==> src/rtl/irq_dispatch.sv <==
// Interrupt dispatch sequencer: edge-latches masked request lines and picks the
// highest-priority eligible line. It runs the redirect handshake and keeps a
// nesting stack of return addresses.
module irq_dispatch #(
   parameter int unsigned NUM_IRQ       = 3,
   parameter logic [31:0] VECTOR_BASE   = 32'h0000_0800,
   parameter logic [31:0] VECTOR_STRIDE = 32'h0000_0010
) (
   input  logic                           clock,
   input  logic                           reset,
   input  logic [NUM_IRQ-1:0]             irq_in,
   input  logic [NUM_IRQ-1:0]             irq_clear,
   input  logic                           can_take,
   input  logic [31:0]                    pc_current,
   input  logic                           take_ack,
   input  logic                           eret,
   output logic                           take_req,
   output logic [31:0]                    vector_pc,
   output logic [31:0]                    epc_out,
   output logic [NUM_IRQ-1:0]             in_service,
   output logic [$clog2(NUM_IRQ+1)-1:0]   nest_level,
   output logic [NUM_IRQ-1:0]             pending
);

   localparam int unsigned LW = $clog2(NUM_IRQ + 1);
   localparam int unsigned IW = (NUM_IRQ > 1) ? $clog2(NUM_IRQ) : 1;

   typedef enum logic {IDLE, REQ} state_t;

   state_t               state, state_nxt;
   logic [NUM_IRQ-1:0]   irq_prev;
   logic [NUM_IRQ-1:0]   rise;
   logic [NUM_IRQ-1:0]   eligible;
   logic [NUM_IRQ-1:0]   top_service;
   logic [NUM_IRQ-1:0]   win_mask;
   logic [IW-1:0]        winner;
   logic [IW-1:0]        win_idx;
   logic [31:0]          win_pc;
   logic [31:0]          stack [NUM_IRQ];
   logic                 start;
   logic                 do_push;
   logic                 do_pop;
   logic                 blocked;

   always_comb rise = irq_in & ~irq_prev;

   // Scan from the top: the first in-service line blocks itself and everything below.
   always_comb begin
      blocked     = 1'b0;
      eligible    = '0;
      top_service = '0;
      winner      = '0;
      for (int unsigned k = 0; k < NUM_IRQ; k++) begin
         if (!blocked && in_service[NUM_IRQ-1-k])
            top_service[NUM_IRQ-1-k] = 1'b1;
         blocked = blocked | in_service[NUM_IRQ-1-k];
         eligible[NUM_IRQ-1-k] = pending[NUM_IRQ-1-k] & ~blocked;
      end
      for (int unsigned i = 0; i < NUM_IRQ; i++)
         if (eligible[i])
            winner = IW'(i);
   end

   always_comb begin
      win_mask = '0;
      for (int unsigned i = 0; i < NUM_IRQ; i++)
         win_mask[i] = (win_idx == IW'(i));
   end

   always_comb begin
      start   = (state == IDLE) && (|eligible) && can_take;
      do_push = (state == REQ) && take_ack;
      do_pop  = eret && (nest_level != '0) && !do_push;
   end

   always_ff @(posedge clock or negedge reset) begin
      if (!reset)
         state <= IDLE;
      else
         state <= state_nxt;
   end

   always_comb begin
      state_nxt = state;
      case (state)
         IDLE: if (start) state_nxt = REQ;
         REQ:  if (take_ack || eret) state_nxt = IDLE;
         default: state_nxt = IDLE;
      endcase
   end

   always_comb begin
      take_req  = (state == REQ);
      vector_pc = '0;
      if (state == REQ)
         vector_pc = VECTOR_BASE + VECTOR_STRIDE * 32'(win_idx);
   end

   always_comb begin
      epc_out = '0;
      for (int unsigned i = 0; i < NUM_IRQ; i++)
         if (nest_level == LW'(i + 1))
            epc_out = stack[i];
   end

   // A fresh rising edge re-sets a pending bit even when the ack or a clear drops it.
   always_ff @(posedge clock or negedge reset) begin
      if (!reset) begin
         irq_prev   <= '0;
         pending    <= '0;
         in_service <= '0;
         nest_level <= '0;
         win_idx    <= '0;
         win_pc     <= '0;
         for (int unsigned i = 0; i < NUM_IRQ; i++)
            stack[i] <= '0;
      end else begin
         irq_prev <= irq_in;
         pending  <= (pending & ~irq_clear & ~(do_push ? win_mask : '0)) | rise;
         if (start) begin
            win_idx <= winner;
            win_pc  <= pc_current;
         end
         if (do_push) begin
            for (int unsigned i = 0; i < NUM_IRQ; i++)
               if (nest_level == LW'(i))
                  stack[i] <= win_pc;
            in_service <= in_service | win_mask;
            nest_level <= nest_level + LW'(1);
         end else if (do_pop) begin
            in_service <= in_service & ~top_service;
            nest_level <= nest_level - LW'(1);
         end
      end
   end

endmodule

==> config.mk <==
export PLATFORM = sky130hd
export DESIGN_NAME = irq_dispatch
export DESIGN_NICKNAME = d
export VERILOG_FILES = /design/src/rtl/irq_dispatch.sv
export SDC_FILE = /design/constraint.sdc
export NUM_CORES = 1
export LEC_CHECK = 0
export CAP_MARGIN = 15
export CORE_MARGIN = 2
export CORE_UTILIZATION = 30
export DETAILED_ROUTE_END_ITERATION = 12
export PLACE_DENSITY_LB_ADDON = 0.25
export RECOVER_POWER = 25
export SLEW_MARGIN = 20
export SYNTH_ARGS = -nofsm -noshare
export SYNTH_HDL_FRONTEND = slang
export SYNTH_SLANG_ARGS = --single-unit
==> constraint.sdc <==
create_clock -name clock -period 4.95 [get_ports clock]
set_clock_uncertainty 0.05 [all_clocks]
set_input_delay 0.7425 -clock clock [delete_from_list [all_inputs] [get_ports clock]]
set_output_delay 0.7425 -clock clock [all_outputs]
set_load 0.1 [all_outputs]
==> implementation parameters <==
Parameter                              Value

Run status
  Result of the run ... finished, violations left
  Failing checks ... max-capacitance violations, max-slew violations

Clocking
  Clock tree from TritonCTS ... done
  Cells resized by post-CTS repair ... 0
  H-Tree Level Count ... 4
  Buffer type at the clock tree root ... clkbuf_16
  Clock-pin slew on the worst setup and hold paths ... roughly 0.06 ns
  Clock latency of the later-clocked register in the worst-skew pair ... approximately 0.42 ns
  Post-CTS Hold Buffers ... 0
  Inserted Clock Buffers ... 17
  Buffer levels on the longest clock path ... 2
  Clk sink count ... 142
  Number of setup buffers added after CTS ... 0

GRT
  Total gr overflow ... 0
  Via count of the first global-routing pass ... just under 5k
  First-pass GRT wire length ... approximately 26000 µm
  Number of antenna violations at the first check in global routing ... 0
  Overall fraction of global-route tracks in use ... 14.5%
  Pin count of the biggest net entering global routing ... 100

Cells and area
  Finished Core Util ... about 38%
  Ant. Diodes ... 0
  Filler cells ... about 2.1k
  Area used by sequential logic in the layout ... around 0.0036 mm²
  Proportion of layout cells with a drive suffix above 1 ... ~27%
  Area added between synthesis and finish ... 24.3%
  Area of the multi-input gates ... 0.00271 mm²
  Net count reported at finish ... around 700

Yosys
  Syn. warnings ... 0
  Most common cell in the synthesized netlist ... dfrtp_1
  Synth async-reset ratio ... 100%
  Most frequent cells after synthesis ... 142 x dfrtp_1, 97 x mux2_2, 97 x nand2_1, 33 x o21ai_0
  Netlist cell types ... 36
  Cell taking the most area after synthesis ... dfrtp_1
  Gate count of the mapped netlist ... between 500 and 600
  Number of enable flip-flop cells after synthesis ... 0
  Synthesized area ... around 0.0066 mm²
  Cell types occupying the most area after synthesis ... dfrtp_1 54%, mux2_2 17%, nand2_1 5.5%, and3b_1 4.3%, buf_4 3.5%
  Post-synth top area share ... 54.1%
  Register bit total from synthesis ... approximately 140
  Post-synthesis average cell area ... between 10 and 15 µm²
  Ys flop type ... dfrtp_1
  Portion of the post-synthesis area used by sequential elements ... approximately 54%

Critical path
  Crit path top cell by count ... buf_4
  Type of the worst setup path ... reg2out
  Critical path data arrival time ... ~2.8 ns
  Required arrival time at the worst endpoint ... between 4 and 5 ns
  Delay of the slowest cell on the worst path ... ~0.7 ns
  Combined buffer and inverter count along the critical path ... 3
  Master of the slowest instance on the critical path ... ha_2
  Top delay family on crit path ... buffers and inverters
  Ordered cell list for the critical path ... inv_1 -> ha_2 -> buf_4 -> a21oi_1 -> o21ai_0 -> buf_4
  CP Capture Type ... primary output
  Type of origin of the critical path ... flop
  Largest fanout on the critical path ... 44

Die
  Effective utilization at floorplan ... around 30%
  Number of placed I/O pins ... 116
  Floorplan die width ... around 150 µm
  Row cnt ... 54
  Die Height ... 152 µm
  Area of the die ... around 0.023 mm²
  Standard cell core area ... between 0.02 and 0.025 mm²

Job
  Number of maximum-capacitance constraint violations ... 1

Drt
  Total Wirelength ... approximately 16000 µm
  Count of unresolved DRC violations after routing ... 0
  Remaining number of nets flagged by the antenna check after routing ... 0
  Via count of the routed design ... ~4.5k
  WL per Instance ... ~17 µm
  First-pass iteration count of the detailed router ... 4
  Initial DRC count ... 193
  Average vias per placed instance ... ~4.8

Place
  Placer congestion estimate ... a little over 0.7
  IO buf count ... 86
  HPWL after detailed placement ... between 10000 and 15000 µm

Timing
  Worst hold slack after final layout ... about 0.38 ns
  Number of max-slew violations in the final report ... 100
  Accumulated negative setup slack ... 0 ns
  Max-Slew Margin vs Limit ... -65.4%
  Peak clock frequency supported by timing ... 275 MHz
  Period minus WS final ... 3.63 ns
  Fraction of the cycle the final worst path needs ... 73.4%
  Setup repair after global routing missed its margin ... no
  Final setup violation count ... 0
  Final hold viol count ... 0
  Slew @ Worst Pin ... between 2 and 2.5 ns

Min path
  Type of the worst min-delay path ... reg2reg
[worst reg2reg max path, cell delays in order (launching register included)]
cell	delay, ns
dfrtp_1	0.41
inv_1	0.13
ha_2	0.70
nand3_2	0.69
buf_4	0.46
mux2_2	0.31
[layer usage]
| metal | vias up | wire length, µm | GRT usage, % |
|---|---|---|---|
| met5 | - | 0 | 0 |
| met2 | 102 | 8240 | 24.7 |
| met1 | 2279 | 7290 | 18.5 |
| met4 | 0 | 205 | 4.94 |
| li1 | 2116 | - | - |
| met3 | 15 | 547 | 2.82 |
[kinds of logic after synthesis]
group	after synthesis	synth area share, %
compound gates	109	9.73
buf+inv	83	7.10
xor+xnor	1	0.133
mux	97	16.6
fa+ha+maj	4	0.762
simple gates	145	11.5
other cells	1	0.0571
flops	142	54.1
[state kept, by name, summed over array words and instances, names as in the netlist]
name and cells:
nest_level 2, irq_prev 3, win_pc 32, win_idx 2, in_service 3, stack 96, pending 3, take_req 1
[area by class of cell]
class                   count  area share, %
multi-input cells         385           33.2
clock inverters            14           2.93
flip-flops and latches    142           43.5
inverters                  13          0.597
repair buffers             93           10.1
clock buffers              18           5.38
well taps                 280           4.29
[final timing paths]
kind	from	endpoint	slack [ns]	depth (start not counted)
max	nest_level[0]	epc_out[1]	1.32	6
min	irq_prev[1]	pending[1]	0.38	1
max reg2reg	nest_level[0]	stack[0]	2.08	5
min reg2reg	irq_prev[1]	pending[1]	0.38	1
max in group asynchronous	reset	win_pc[15]	2.15	2
min in group asynchronous	reset	irq_prev[0]	0.97	1
[per-stage QoR]
| step | setup slack (ns) | cell area (µm²) | std cells |
|---|---|---|---|
| finish | 1.32 | 8170 | 945 |
| floorplan | 0.0549 | 6680 | 610 |
| detailed placement | 1.74 | 7480 | 913 |
| CTS | 1.26 | 8160 | 945 |
| global route | 1.15 | 8170 | 945 |
| global placement | 1.80 | 7480 | 913 |
[placed cells by master (no fill, tap or decap), types with 13 or more instances in the layout]
master           synthesis  routed
a21oi_1                 32      32
and3b_1                 32      32
buf_4                   31      39
clkbuf_16                0      17
clkdlybuf4s50_1          0      50
conb_1                   1      29
dfrtp_1                142     142
inv_1                   13      13
mux2_2                  97      97
nand2_1                 97      97
o21ai_0                 33      33
o22ai_1                 32      32
Power is not shown: default switching activity piles up to over one toggle a cycle in this logic, so the estimate is an artifact.
